File: src/rtl/instruction_encoder.sv
// instruction_encoder: packs discrete instruction fields into a 32-bit
// semi_cpu instruction word and buffers encoded words in a small FIFO.
//
// Handshakes (both sides use strict valid/ready semantics):
//   - Input side: a bundle is accepted on a rising edge where
//     in_valid && in_ready. in_ready depends only on occupancy.
//   - Output side: a word is popped on a rising edge where
//     control && instr_ready. instruction holds steady while stalled.
//   - Neither valid depends combinationally on its ready.
module instruction_encoder #(
  parameter int DEPTH = 4,
  parameter int CNT_W = 16,
  localparam int PTR_W = $clog2(DEPTH),
  localparam int LVL_W = PTR_W + 1
) (
  input  logic             clk,
  input  logic             rst_n,
  input  logic             in_valid,
  output logic             in_ready,
  input  logic [2:0]       in_opcode,
  input  logic [4:0]       in_rd,
  input  logic [4:0]       in_rs,
  input  logic [4:0]       in_rt,
  input  logic [31:0]      in_imm,
  output logic [31:0]      instruction,
  output logic             control,
  input  logic             instr_ready,
  output logic             err_imm_range,
  input  logic             err_clear,
  output logic [CNT_W-1:0] issued_count,
  output logic [CNT_W-1:0] dropped_count,
  output logic [LVL_W-1:0] level
);

  logic [31:0]      mem_q [DEPTH];
  logic [PTR_W-1:0] wr_ptr_q, wr_ptr_d;
  logic [PTR_W-1:0] rd_ptr_q, rd_ptr_d;
  logic [LVL_W-1:0] level_q, level_d;
  logic [CNT_W-1:0] issued_q, issued_d;
  logic [CNT_W-1:0] dropped_q, dropped_d;
  logic             err_q, err_d;

  logic [31:0] enc_word;
  logic        imm_legal;
  logic        accept;
  logic        push;
  logic        pop;
  logic        drop;

  // Field packing by opcode class; immediate must sign-extend from bit 18.
  always_comb begin
    enc_word  = '0;
    imm_legal = 1'b1;
    case (in_opcode)
      3'b000, 3'b001: enc_word = {in_opcode, 29'b0};
      3'b110, 3'b111: begin
        enc_word  = {in_opcode, in_rd, in_rs, in_imm[18:0]};
        imm_legal = (&in_imm[31:18]) | ~(|in_imm[31:18]);
      end
      default: enc_word = {in_opcode, in_rd, in_rs, in_rt, 14'b0};
    endcase
  end

  assign in_ready = (level_q != LVL_W'(DEPTH));
  assign control  = (level_q != '0);
  assign accept   = in_valid && in_ready;
  assign push     = accept && imm_legal;
  assign drop     = accept && !imm_legal;
  assign pop      = control && instr_ready;

  // Next-state for pointers, occupancy, counters and the sticky error flag.
  always_comb begin
    wr_ptr_d  = wr_ptr_q;
    rd_ptr_d  = rd_ptr_q;
    level_d   = level_q;
    issued_d  = issued_q;
    dropped_d = dropped_q;
    err_d     = err_q;
    if (push) wr_ptr_d = wr_ptr_q + PTR_W'(1);
    if (pop) begin
      rd_ptr_d = rd_ptr_q + PTR_W'(1);
      issued_d = issued_q + CNT_W'(1);
    end
    if (push && !pop) level_d = level_q + LVL_W'(1);
    else if (!push && pop) level_d = level_q - LVL_W'(1);
    // A new range error takes priority over a same-cycle clear.
    if (drop) begin
      err_d     = 1'b1;
      dropped_d = dropped_q + CNT_W'(1);
    end else if (err_clear) begin
      err_d = 1'b0;
    end
  end

  // Control state registers.
  always_ff @(posedge clk or negedge rst_n) begin
    if (!rst_n) begin
      wr_ptr_q  <= '0;
      rd_ptr_q  <= '0;
      level_q   <= '0;
      issued_q  <= '0;
      dropped_q <= '0;
      err_q     <= 1'b0;
    end else begin
      wr_ptr_q  <= wr_ptr_d;
      rd_ptr_q  <= rd_ptr_d;
      level_q   <= level_d;
      issued_q  <= issued_d;
      dropped_q <= dropped_d;
      err_q     <= err_d;
    end
  end

  // FIFO storage; cleared on reset so the head reads zero when empty after reset.
  always_ff @(posedge clk or negedge rst_n) begin
    if (!rst_n) begin
      for (int i = 0; i < DEPTH; i++) mem_q[i] <= '0;
    end else if (push) begin
      mem_q[wr_ptr_q] <= enc_word;
    end
  end

  assign instruction   = mem_q[rd_ptr_q];
  assign err_imm_range = err_q;
  assign issued_count  = issued_q;
  assign dropped_count = dropped_q;
  assign level         = level_q;

endmodule
File: config.mk
export PLATFORM = sky130hd
export DESIGN_NAME = instruction_encoder
export DESIGN_NICKNAME = d
export VERILOG_FILES = /design/src/rtl/instruction_encoder.sv
export SDC_FILE = /design/constraint.sdc
export NUM_CORES = 1
export LEC_CHECK = 0
export BUFFER_PORTS_ARGS = -buffer_cell sky130_fd_sc_hd__buf_2
export CAP_MARGIN = 5
export CELL_PAD_IN_SITES_DETAIL_PLACEMENT = 1
export CELL_PAD_IN_SITES_GLOBAL_PLACEMENT = 1
export CORE_ASPECT_RATIO = 1.75
export CORE_UTILIZATION = 44
export DETAILED_ROUTE_END_ITERATION = 7
export HOLD_SLACK_MARGIN = 0.15
export PLACE_DENSITY_LB_ADDON = 0.2
export SYNTH_ARGS = -nofsm -noshare
export SYNTH_HDL_FRONTEND = slang
export SYNTH_SLANG_ARGS = --single-unit
File: constraint.sdc
create_clock -name clk -period 2.47 [get_ports clk]
set_input_delay 0.6175 -clock clk [delete_from_list [all_inputs] [get_ports clk]]
set_output_delay 0.6175 -clock clk [all_outputs]
set_load 0.005 [all_outputs]
Word-level counts from Yosys, hierarchy flattened
Cells that the tools add are included.

cells by class
  bitwise logic cells = 4
  eq/ne operators = 4
  reductions and logical operators = 18
  magnitude comparators = 3
  muxes and demuxes = 12
  add/sub/neg operators = 6

operators by type and width
  kind                   count
  $bwmux 128             1
  $mux 32                3
  $bmux 32 s2            1
  $demux 32 s2           1
  $pmux 29 s2            1
  $add 16x1->16 const B  2
  $reduce_and 14->1      1
  $reduce_or 14->1       1
  $logic_and 1x1->1      7
  $eq 3x3->1 const B     2
  $ge 3x3->1 const B     2
  $mux 3                 2
  $not 2->3              2
  $add 2x1->2 const B    2
  $reduce_bool 2->1      2
  $reduce_or 2->1        2
  $add 3x1->3 const B    1
  $eq 3x1->1 const B     1
  $logic_not 1->1        3
  $logic_not 3->1        1
  $lt 3x1->1 const B     1
  $mux 1                 3
  $ne 3x3->1 const B     1
  $reduce_bool 3->1      1
  3 further kinds        3

word-level totals
  word-level logic and storage cells = 57
  output and inout bits = 70
  bits in registers = 168

Logic depth before layout (Yosys ltp)
Gate-level depths: netlist (run 1).

  word-level depth = 9
  mapped depth = 11
  depth with buffers taken out = 10

Least setup slack after synthesis (run 1)
Ideal clock, no wire load.

  path type = input port to flip-flop
  from = input in_imm[18]
  to = register level_q[2], in the netlist level[2]
  stages on the path = 11
  slack = -0.161 ns
  required time = 2.391 ns
  arrival time = 2.552 ns
  setup time = 0.079 ns
  path through = nor4_1 > and4_4 > buf_4 > nor2_1 > a21oi_2 > ha_1 > inv_1 > fa_1 > xor2_1 > nor2_1 > xor2_1

on the way
  word-level cells in the longest chain between the ends = 8

ends and longest elaborated chain
  item                                line  RTL
  from (decl)                         24    input logic [31:0] in_imm,
  $reduce_or 14->1                    58    imm_legal = (&in_imm[31:18]) | ~(|in_imm[31:18]);
  $not 1->1                           58
  $or 1x1->1 *                        58
  $mux 1 *                            54    case (in_opcode)
  $logic_and 1x1->1 *                 67    assign push = accept && imm_legal;
  via push                            46    logic push;
  $logic_not 1->1                     85    else if (!push && pop) level_d = level_q - LVL_W'(1);
  $logic_and 1x1->1                   85
  $reduce_bool 2->1 (no source line)  -
  to (signal assigned)                107   level_q <= level_d;
  to (decl)                           38    logic [LVL_W-1:0] level_q, level_d;

Mark *: on every way through the listed nets, which the timed path passes. The rest lies on a longest branch.
A chain may end at the register's enable or synchronous reset.

Final worst setup path (run 1)
  from = register rd_ptr_q[0]
  to = output instruction[18]

on the way
  word-level cells in the longest chain between the ends = 4

ends and longest elaborated chain
  item                                        line  RTL
  from (decl)                                 37    logic [PTR_W-1:0] rd_ptr_q, rd_ptr_d;
  from (signal assigned)                      106   rd_ptr_q <= rd_ptr_d;
  $not 2->3 (not written as such)             123   assign instruction = mem_q[rd_ptr_q];
  $bmux 32 s2                                 123
  $mux 32 (not written as such) (2 in a row)  123
  to (decl)                                   25    output logic [31:0] instruction,

No other way between the ends. The select of a mux whose other input is x is not followed.

==> results of run 1 <==
## logic make-up (layout without fill, tap and decap cells)
group,Yosys count,in the layout,share of synthesized area (%)
AOI/OAI and AO/OA,140,140,14.2
xor gates and xnor gates,36,36,4.15
adders and majority gates,10,10,1.75
buffers and inverters,55,222,3.47
DFF,168,168,55.3
muxes,39,39,10.5
other,0,1,0
and+or+nand+nor,166,166,10.5
## worst paths after layout
path,end,slack [ns],depth (start not counted)
worst max-delay path,instruction[18],0.002,4
worst min-delay path,mem_q[85],0.17,1
worst max register to register,level[2],0.37,9
worst min register to register,issued_count[15],0.47,1
max in group asynchronous,mem_q[14],1.55,2
min in group clk,err_imm_range,0.41,2
## worst reg2reg max path, cell delays in order (launching register included)
cell and delay [ns]:
dfrtp_1 0.37, buf_4 0.16, o31a_1 0.34, inv_1 0.12, ha_2 0.20, inv_2 0.04
fa_2 0.33, xor2_1 0.14, nor2_1 0.13, xor2_1 0.18
## registers in the layout (all words and copies together), names as in the netlist
name           count
err_imm_range      1
rd_ptr_q           2
wr_ptr_q           2
mem_q            128
dropped_count     16
issued_count      16
level              3
## cell type report
class                      instances  area (µm²)
timing repair buffer             174        1170
inverter                          16        60.1
clock buffer                      18         439
multi-input combinational        391        3230
tap                              227         284
antenna                            1        2.50
sequential                       168        4210
fill                            1784        7420
clock inverter                    14         136
## cell usage after synthesis (4+ instances only)
cell      number  area (µm²)
a22o_1        25         219
a32o_1        27         270
a32oi_1        8        70.1
and3_1         8        50.1
buf_2         25         125
clkbuf_1       9        33.8
dfrtp_1      168        4200
ha_1           9         113
inv_1         16        60.1
mux2_2         6        67.6
mux4_2        32         721
nand2_1       84         315
nand3_1       14        70.1
nand4_1       12        75.1
nor2_1        15        56.3
nor2_2         4        25.0
nor3_1         5        25.0
nor4_1         5        31.3
o21ai_0       52         260
o22a_1        12         105
o311ai_2       4        65.1
xnor2_1       18         158
xor2_1        18         158
## power groups by stage
stage / clock (mW) / combinational, mW / sequential, mW
after CTS: 2.66 / 3.42 / 3.92
after global routing: 2.78 / 3.85 / 4.01
final: 2.62 / 3.53 / 3.93
after floorplan: 0 / 1.98 / 3.84
after detailed placement: 0 / 3.36 / 3.96
after global placement: 0 / 3.23 / 3.88
## repair_timing
item,CTS,global route
buffers inserted,0,1
resized for setup,1,2
setup endpoints to repair,8,30
gates cloned,0,3
## stage by stage
step	hold WS [ns]	std cells	area, µm²	setup TNS, ns	utilization [%]
6_report	0.172	1009	9520	0	56.2
3_3_place_gp	0.456	972	8860	-0.247	52.3
3_5_place_dp	0.454	972	8860	-0.379	52.3
4_1_cts	0.194	1004	9440	-0.149	55.7
5_1_grt	0.205	1008	9520	-0.0460	56.2
2_1_floorplan	0.322	614	7660	-0.0675	-
## per-layer routing
| layer | wire length (µm) | global-route usage (%) | vias to the layer above |
|---|---|---|---|
| met5 | 0 | 0 | - |
| met4 | 582 | 8.88 | 0 |
| met3 | 866 | 5.09 | 33 |
| met2 | 11800 | 46.0 | 152 |
| met1 | 8300 | 29.7 | 3016 |
| li1 | - | - | 2578 |
==> metrics.md, run 1 <==
| Metric | Value |
|---|---|
| Outcome | complete, no violations |
| Post-Syn Area per Cell | 12.4 µm² |
| Io pins | 125 |
| Total power | 10.1 mW |
| Antenna violation net count after detailed routing | 0 |
| Crit end category | output port |
| CTS Buf Count | 17 |
| Final hold violation count | 0 |
| Most frequent cells in the layout | 167 x dfrtp_1, 122 x buf_2, 84 x nand2_1 |
| NetSw | 3.46 mW |
| Main synth FF type | dfrtp_1 |
| Die area | 17800 µm² |
| CP required | 1.85 ns |
| Worst-Margin Slew | 0.626 ns |
| Clock buffer depth | 2 |
| Clk network pwr share | 26.0% |
| FF-to-FF Start | level[1] |
| GRT Util Overall | 25.5% |
| Hold-fix buffers, CTS | 0 |
| Global-route wire length before repair | 34.1 mm |
| Clk Latency, worst-skew pair | 0.44 ns |
| Syn_nets | 679 |
| Largest net degree at the start of global routing | 64 |
| WL/cell | 21.3 µm |
| Worst vdd rail ir drop | 0.622 mV |
| Comb pwr share | 35.0% |
| Setup violators final | 0 |
| Post-synth EDFFs | 0 |
| Leakage power | 4.49 nW |
| Pre-antenna DRT Iters | 4 |
| Setup WS post-layout | 0.00197 ns |
| Site row count | 63 |
| Sink Count | 168 |
| Aggregate global routing overflow | 0 |
| Clock Skews | 0.00890 ns |
| Residual DRC count | 0 |
| Clk root buf | clkbuf_16 |
| Hold WC Path Type | primary input to async pin |
| Layout area overhead | 25.4% |
| Final wirelength | 21.5 mm |
| Int Power | 6.63 mW |
| Max-slew violations | 0 |
| Post-synth ARST share | 100% |
| Maxcap violations | 0 |
| CTS tree | done |
| Slowest-stage cell, CP | mux4_2 |
| Fin crit period | 2.47 ns |
| Die span in x | 101 µm |
| CTS H-tree lvls | 4 |
| Fin nets | 833 |
| Vias in the first global route | 6400 |
| Pwr/cell area | 1060 nW/µm² |
| Critical path arrival | 1.85 ns |
| Post-synthesis cell type count | 48 |
| Iter 0 DRT Violations | 193 |
| Synthesized area | 7600 µm² |
| Initial Util | 44.8% |
| CP cell instances | buf_12, clkbuf_16, mux4_2, buf_2 |
| Register share of total power | 38.9% |
| WP buf/inv | 3 |
| Die H | 176 µm |
| RSZ-0062 raised after global routing | true |
| Ys Warns | 0 |
| Vias after detailed routing | 5779 |
| Largest stage delay on the critical path | 0.53 ns |
| Setup Slack @ Placement | -0.213 ns |
| Fmax | 0.405 GHz |
| Core area | 16900 µm² |
| Detailed placer's ending HPWL | 14.5 mm |
| Top delay family on crit path | multiplexers |
| Critical Path Fanout Max | 5 |
| Synth Instances | 614 |
| Sequential area share after synthesis | 55.3% |
| Max_slew headroom | 58.2% |
| CP startpoint kind | flop |
| Initial antenna violation count | 1 |
| CTS clk-pin slew, worst paths | 0.07 ns |
| Post-route clock period utilization | 99.9% |
| Buffers on Ports | 124 |
| CP startpoint | rd_ptr_q[0] |
| WS Path Type | flop to output port |
| DR vias/cell | 5.73 |
| Most common cell after layout, fill and taps aside | dfrtp_1 |
| Final RePlAce weighted congestion | 0.775 |
| Ratio of cells with drive above 1 in the final layout | 34.7% |
| Yosys reg bits | 168 |
| Switching Fraction | 34.3% |
Note: power is estimated with default switching activity, not from simulation.
==> run 2: changes to the inputs <==
--- a/config.mk
+++ b/config.mk
@@ -5,12 +5,13 @@
 export SDC_FILE = /design/constraint.sdc
 export NUM_CORES = 1
 export LEC_CHECK = 0
+export ABC_AREA = 1
 export BUFFER_PORTS_ARGS = -buffer_cell sky130_fd_sc_hd__buf_2
 export CAP_MARGIN = 5
 export CELL_PAD_IN_SITES_DETAIL_PLACEMENT = 1
 export CELL_PAD_IN_SITES_GLOBAL_PLACEMENT = 1
 export CORE_ASPECT_RATIO = 1.75
-export CORE_UTILIZATION = 44
+export CORE_UTILIZATION = 42
 export DETAILED_ROUTE_END_ITERATION = 7
 export HOLD_SLACK_MARGIN = 0.15
 export PLACE_DENSITY_LB_ADDON = 0.2
==> run 2 against run 1 <==
Critical path depth unchanged. Critical endpoint is now instruction[2]. Sequential power up 14%. Clock power up 9.5%. First-iteration DRC count up 75%. Sequential cell count unchanged. Via count up 44%.
==> metrics.md, run 2 <==
| Metric | Value |
|---|---|
| Critical Path Fanout Max | 25 |
| CTS Buf Count | 17 |
| Crit end category | output port |
| Syn_nets | 1195 |
| CTS clk-pin slew, worst paths | 0.07 ns |
| WL met2 | 15.5 mm |
| Critical path arrival | 1.76 ns |
| Die span in x | 110 µm |
| Final hold violation count | 0 |
| CTS resizes | 0 |
| Post-CTS Setup Inserts | 0 |
| Biggest register | mem_q |
| Worst-Margin Slew | 0.924 ns |
| Clk network pwr share | 23.3% |
| Initial Util | 42.8% |
| Post-synthesis cell type count | 23 |
| Leakage power | 5.51 nW |
| Pre-antenna DRT Iters | 4 |
| Util after Layout | 51.2% |
| Aggregate global routing overflow | 0 |
| Clk root buf | clkbuf_16 |
| Die area | 21200 µm² |
| Clk Latency, worst-skew pair | 0.44 ns |
| Area share of the largest cell type after synthesis | 48.7% |
| Hold WC Path Type | primary input to async pin |
| Hold-fix buffers, CTS | 0 |
| Worst vdd rail ir drop | 0.472 mV |
| Setup TNS | 0 ns |
| Multi-input logic area | 3870 µm² |
| Post-synth ARST share | 100% |
| Register share of total power | 36.2% |
| Maxcap violations | 0 |
| Post-synth EDFFs | 0 |
| Ys Warns | 0 |
| Comb pwr share | 40.5% |
| FF-to-FF Start | level[0] |
| Top cells by area, synth | dfrtp_1 49%, nand2_1 17%, nand4_1 9.8%, nor2_1 5.0%, o21ai_0 4.2% |
| Io pins | 125 |
| RSZ-0062 raised after global routing | false |
| CP startpoint | rd_ptr_q[0] |
| GRT Util Overall | 27.3% |
| Buffers on Ports | 124 |
| Switching Fraction | 40.6% |
| Largest net degree at the start of global routing | 135 |
| Detailed placer's ending HPWL | 17.7 mm |
| Setup violators final | 0 |
| Global-route wire length before repair | 45.3 mm |
| Max-slew violations | 0 |
| Fmax | 0.421 GHz |
| Main synth FF type | dfrtp_1 |
| Dpl cell area | 9700 µm² |
| Fin crit period | 2.37 ns |
| Die H | 192 µm |
| Fin nets | 1301 |
| Antenna violation net count after detailed routing | 0 |
| Top layer in use | met4 |
| WL/cell | 18.7 µm |
| Layout area overhead | 19.6% |
| Most frequent cells in the layout | 388 x nand2_1, 167 x dfrtp_1, 136 x nand4_1 |
| Max FFs per register | 128 |
| Synthesized area | 8640 µm² |
| Synth Instances | 1130 |
| Vias after detailed routing | 8296 |
| Int Power | 7.34 mW |
| Reg area | 4210 µm² |
| Post-route clock period utilization | 96.1% |
| CTS H-tree lvls | 4 |
| CP required | 1.85 ns |
| DR vias/cell | 5.54 |
| Clock Skews | 0.0205 ns |
| WS Path Type | flop to output port |
| CTS tree | done |
| Core area | 20200 µm² |
| Inserted Diodes | 0 |
| Area leader, netlist | dfrtp_1 |
| NetSw | 5.01 mW |
| Initial antenna violation count | 0 |
| Sequential area share after synthesis | 48.7% |
| Total power | 12.4 mW |
| Max_slew headroom | 38.2% |
| Outcome | complete, no violations |
| Final RePlAce weighted congestion | 0.766 |
| Site row count | 69 |
| Cell area after layout | 10300 µm² |
| Yosys reg bits | 168 |
| CP startpoint kind | flop |
| Ratio of cells with drive above 1 in the final layout | 16.5% |
| Fill count | 2571 |
| Sink Count | 168 |
| Most numerous cell in the Yosys netlist | nand2_1 |
| Final wirelength | 28.1 mm |
| Top cells by count, synth | 388 x nand2_1, 168 x dfrtp_1, 136 x nand4_1 |
| Post-Syn Area per Cell | 7.65 µm² |
| Hold WS | 0.168 ns |
| Most common cell after layout, fill and taps aside | nand2_1 |
| M1 wire length | 10.8 mm |
| Residual DRC count | 0 |
| Pwr/cell area | 1200 nW/µm² |
| Iter 0 DRT Violations | 338 |
| Vias in the first global route | 8766 |
| Met3 WL post-DR | 1.13 mm |
| Clock buffer depth | 2 |
==> run 2: changes by cell type after synthesis, sizes merged, moves of 12 or more <==
cell | before | now
a22o | 25 | 0
a32o | 27 | 0
clkbuf | 9 | 58
inv | 16 | 63
mux4 | 32 | 0
nand2 | 87 | 389
nand3 | 16 | 30
nand4 | 12 | 136
nor2 | 19 | 114
o21ai | 53 | 72
o22a | 12 | 0
o22ai | 1 | 32
==> run 2: cell families (layout without fill, tap and decap cells) <==
family	after synthesis	in the layout	share of synthesized area [%]
flops	168	168	48.7
compound gates	106	106	6.60
fa+ha+maj	10	10	1.53
xor+xnor	26	26	2.64
simple gates	675	675	34.0
buf+inv	145	264	6.62
==> run 2: final timing paths <==
kind | to | slack (ns) | cells after the start
hold reg to reg | mem_q[73] | 0.46 | 2
setup / recovery | instruction[2] | 0.1 | 4
max in group asynchronous | mem_q[50] | 1.65 | 2
hold / removal | mem_q[4] | 0.17 | 1
setup reg to reg | level[2] | 0.37 | 12
min in group clk | err_imm_range | 0.36 | 2
==> run 2: critical path, cell delays in order, from the launching register on <==
cell and delay [ns]:
dfrtp_2 0.40, buf_4 0.32, o21ai_0 0.16, o22ai_1 0.27, buf_2 0.17
==> run 2: metrics by stage <==
stage | worst slack, ns | std cells
detailed placement | -0.199 | 1465
floorplan | 0.00760 | 1130
global route | 0.0274 | 1497
global placement | -0.120 | 1465
CTS | 0.0437 | 1497
finish | 0.0965 | 1497
==> run 2: power by group through the flow <==
| stage | clock network [mW] | registers (mW) | logic, mW |
|---|---|---|---|
| after floorplan | 0 | 4.34 | 2.92 |
| after global placement | 0 | 4.45 | 4.90 |
| after detailed placement | 0 | 4.50 | 5.02 |
| after CTS | 2.93 | 4.47 | 5.07 |
| after global routing | 3.02 | 4.61 | 5.57 |
| final | 2.87 | 4.47 | 5.01 |
==> run 2: cell type report <==
type | instances | area share (%)
Clock buffer | 20 | 4.42
Multi-Input combinational cell | 817 | 37.5
Sequential cell | 168 | 40.7
Tap cell | 248 | 3.00
Timing Repair Buffer | 169 | 10.4
Clock inverter | 12 | 1.68
Inverter | 63 | 2.30
==> run 2: per-layer routing <==
layer / GRT usage [%] / up-vias
li1: - / 3949
met1: 30.6 / 4137
met2: 51.8 / 183
met3: 3.31 / 27
met4: 11.2 / 0
met5: 0 / -
==> run 3: changes to the inputs <==
--- a/config.mk
+++ b/config.mk
@@ -18,3 +18,4 @@
 export SYNTH_ARGS = -nofsm -noshare
 export SYNTH_HDL_FRONTEND = slang
 export SYNTH_SLANG_ARGS = --single-unit
+export TNS_END_PERCENT = 10
==> constraint.sdc (replaced) <==
create_clock -name clk -period 2.4 [get_ports clk]
set_input_delay 0.6 -clock clk [delete_from_list [all_inputs] [get_ports clk]]
set_output_delay 0.6 -clock clk [all_outputs]
set_load 0.005 [all_outputs]
==> run 3 against run 2 <==
Clock skew is 0.0097 ns lower. Final cell count stayed put. Sequential cell count stayed put. Clock power is 3% higher.
==> metrics.md, run 3 (synthesized netlist as in run 2, its figures left out) <==
| Metric | Value |
|---|---|
| Outcome | complete, no violations |
| Biggest register | mem_q |
| Final hold violation count | 0 |
| Die area | 21200 µm² |
| Iter 0 DRT Violations | 338 |
| Setup Slack @ Placement | -0.135 ns |
| Worst-Margin Slew | 0.806 ns |
| Clk Latency, worst-skew pair | 0.44 ns |
| RSZ-0062 raised after global routing | true |
| Most common cell after layout, fill and taps aside | nand2_1 |
| CP startpoint kind | flop |
| Ratio of cells with drive above 1 in the final layout | 16.7% |
| Site row count | 69 |
| Vias after detailed routing | 8378 |
| DR vias/cell | 5.60 |
| CP startpoint | rd_ptr_q[0] |
| Most frequent cells in the layout | 388 x nand2_1, 167 x dfrtp_1, 136 x nand4_1 |
| Io pins | 125 |
| Crit path to | instruction[19] |
| FF-to-FF Start | level[0] |
| CP required | 1.80 ns |
| WL/cell | 18.9 µm |
| Setup WS post-layout | 0.0148 ns |
| Placed insts | 1464 |
| Global-route wire length before repair | 46.1 mm |
| Critical Path Fanout Max | 65 |
| Max-slew violations | 0 |
| Crit end category | output port |
| Fin nets | 1301 |
| CTS clk-pin slew, worst paths | 0.07 ns |
| Hold WC Path Type | primary input to flop |
| Reg area | 4210 µm² |
| Sink Count | 168 |
| Core area | 20200 µm² |
| Die span in x | 110 µm |
| CTS H-tree lvls | 4 |
| Fmax | 0.419 GHz |
| Aggregate global routing overflow | 0 |
| Critical path arrival | 1.79 ns |
| R2R cell count | 8 |
| Vias in the first global route | 8963 |
| Worst vdd rail ir drop | 0.602 mV |
| Total power | 12.9 mW |
| Multi-input logic area | 3890 µm² |
| Post-Layout Cell Count | 1497 |
| Residual DRC count | 0 |
| Die H | 192 µm |
| Dpl cell area | 9700 µm² |
| Fin crit period | 2.39 ns |
| Inserted Diodes | 0 |
| Fill count | 2562 |
| RR Endpoint | mem_q[15] |
| Pwr/cell area | 1240 nW/µm² |
| Post-route clock period utilization | 99.4% |
| Clock buffer depth | 2 |
| Cell area after layout | 10400 µm² |
| Pre-antenna DRT Iters | 4 |
| Final wirelength | 28.3 mm |
| CTS Buf Count | 17 |
| Setup slack, reg-to-reg | 0.37 ns |
| Layout area overhead | 19.9% |
| Maxcap violations | 0 |
| Buffers on Ports | 124 |
| Setup violators final | 0 |
| Detailed placer's ending HPWL | 18.2 mm |
| Clk root buf | clkbuf_16 |
| Largest net degree at the start of global routing | 100 |
| Initial antenna violation count | 1 |
| Clock Skews | 0.0107 ns |
| Max FFs per register | 128 |
| Leakage power | 5.53 nW |
| Antenna violation net count after detailed routing | 0 |
| GRT Util Overall | 27.5% |
| Initial Util | 42.8% |
| Setup TNS | 0 ns |
| Max_slew headroom | 46.1% |
| Final RePlAce weighted congestion | 0.771 |
| WS Path Type | flop to output port |
| CTS tree | done |
==> run 3: changes by cell type in the layout (fill, tap and decap cells not counted), moves of 2 or more <==
| cell | previous run | this run |
|---|---|---|
| clkinv_2 | 4 | 6 |
| clkinvlp_4 | 4 | 1 |
| o22ai_1 | 32 | 29 |
| inv_6 | 0 | 2 |
| o22ai_2 | 0 | 3 |
| buf_4 | 36 | 34 |
==> run 3: layer usage <==
layer  wire [µm]  vias up  global-route usage [%]
li1            -     3947                       -
met1       10800     4209                    29.9
met2       15700      172                    52.7
met3        1010       48                    3.91
met4         765        2                    11.7
met5          11        -                       0
==> run 3: worst max-delay path: stages, from the launching register on <==
cell and delay (ns):
dfrtp_2 0.41, buf_12 0.28, o21ai_0 0.16, o22ai_1 0.27, buf_2 0.18
==> run 3: metrics by stage <==
stage,hold slack [ns],util (%)
after CTS,0.343,51.2
after floorplan,0.304,-
after detailed placement,0.453,48.0
after global placement,0.448,48.0
final,0.346,51.3
after global routing,0.371,51.3
==> run 3: what timing repair did <==
action,in CTS,in global routing
setup endpoints to repair,19,7
resized for setup,3,2
setup buffers,0,0
hold buffers,1,0
hold endpoints to repair,24,0
==> run 3: cell type report <==
cell class                      count  share of cell area, %
Clock inverter                     12                   1.64
Tap cell                          248                   3.00
Sequential cell                   168                   40.6
Clock buffer                       20                   4.41
Multi-Input combinational cell    817                   37.6
Timing Repair Buffer              169                   10.5
Inverter                           63                   2.32
==> run 3: where the power goes <==
| part | leakage, nW | total, mW | internal [mW] | switching (mW) |
|---|---|---|---|---|
| clock network | 0.310 | 2.97 | 1.80 | 1.18 |
| logic | 3.01 | 5.30 | 1.92 | 3.38 |
| registers | 2.21 | 4.60 | 3.91 | 0.694 |
| total | 5.53 | 12.9 | 7.62 | 5.25 |
==> run 3: worst min path at each step <==
| stage | start | end | cells past startpoint |
|---|---|---|---|
| global route | err_clear | err_imm_range | 2 |
| CTS | err_clear | err_imm_range | 2 |
| global placement | mem_q[47] | mem_q[47] | 2 |
| detailed placement | mem_q[68] | mem_q[68] | 2 |
| floorplan | rst_n | dropped_count[0] | 0 |
| finish | err_clear | err_imm_range | 2 |
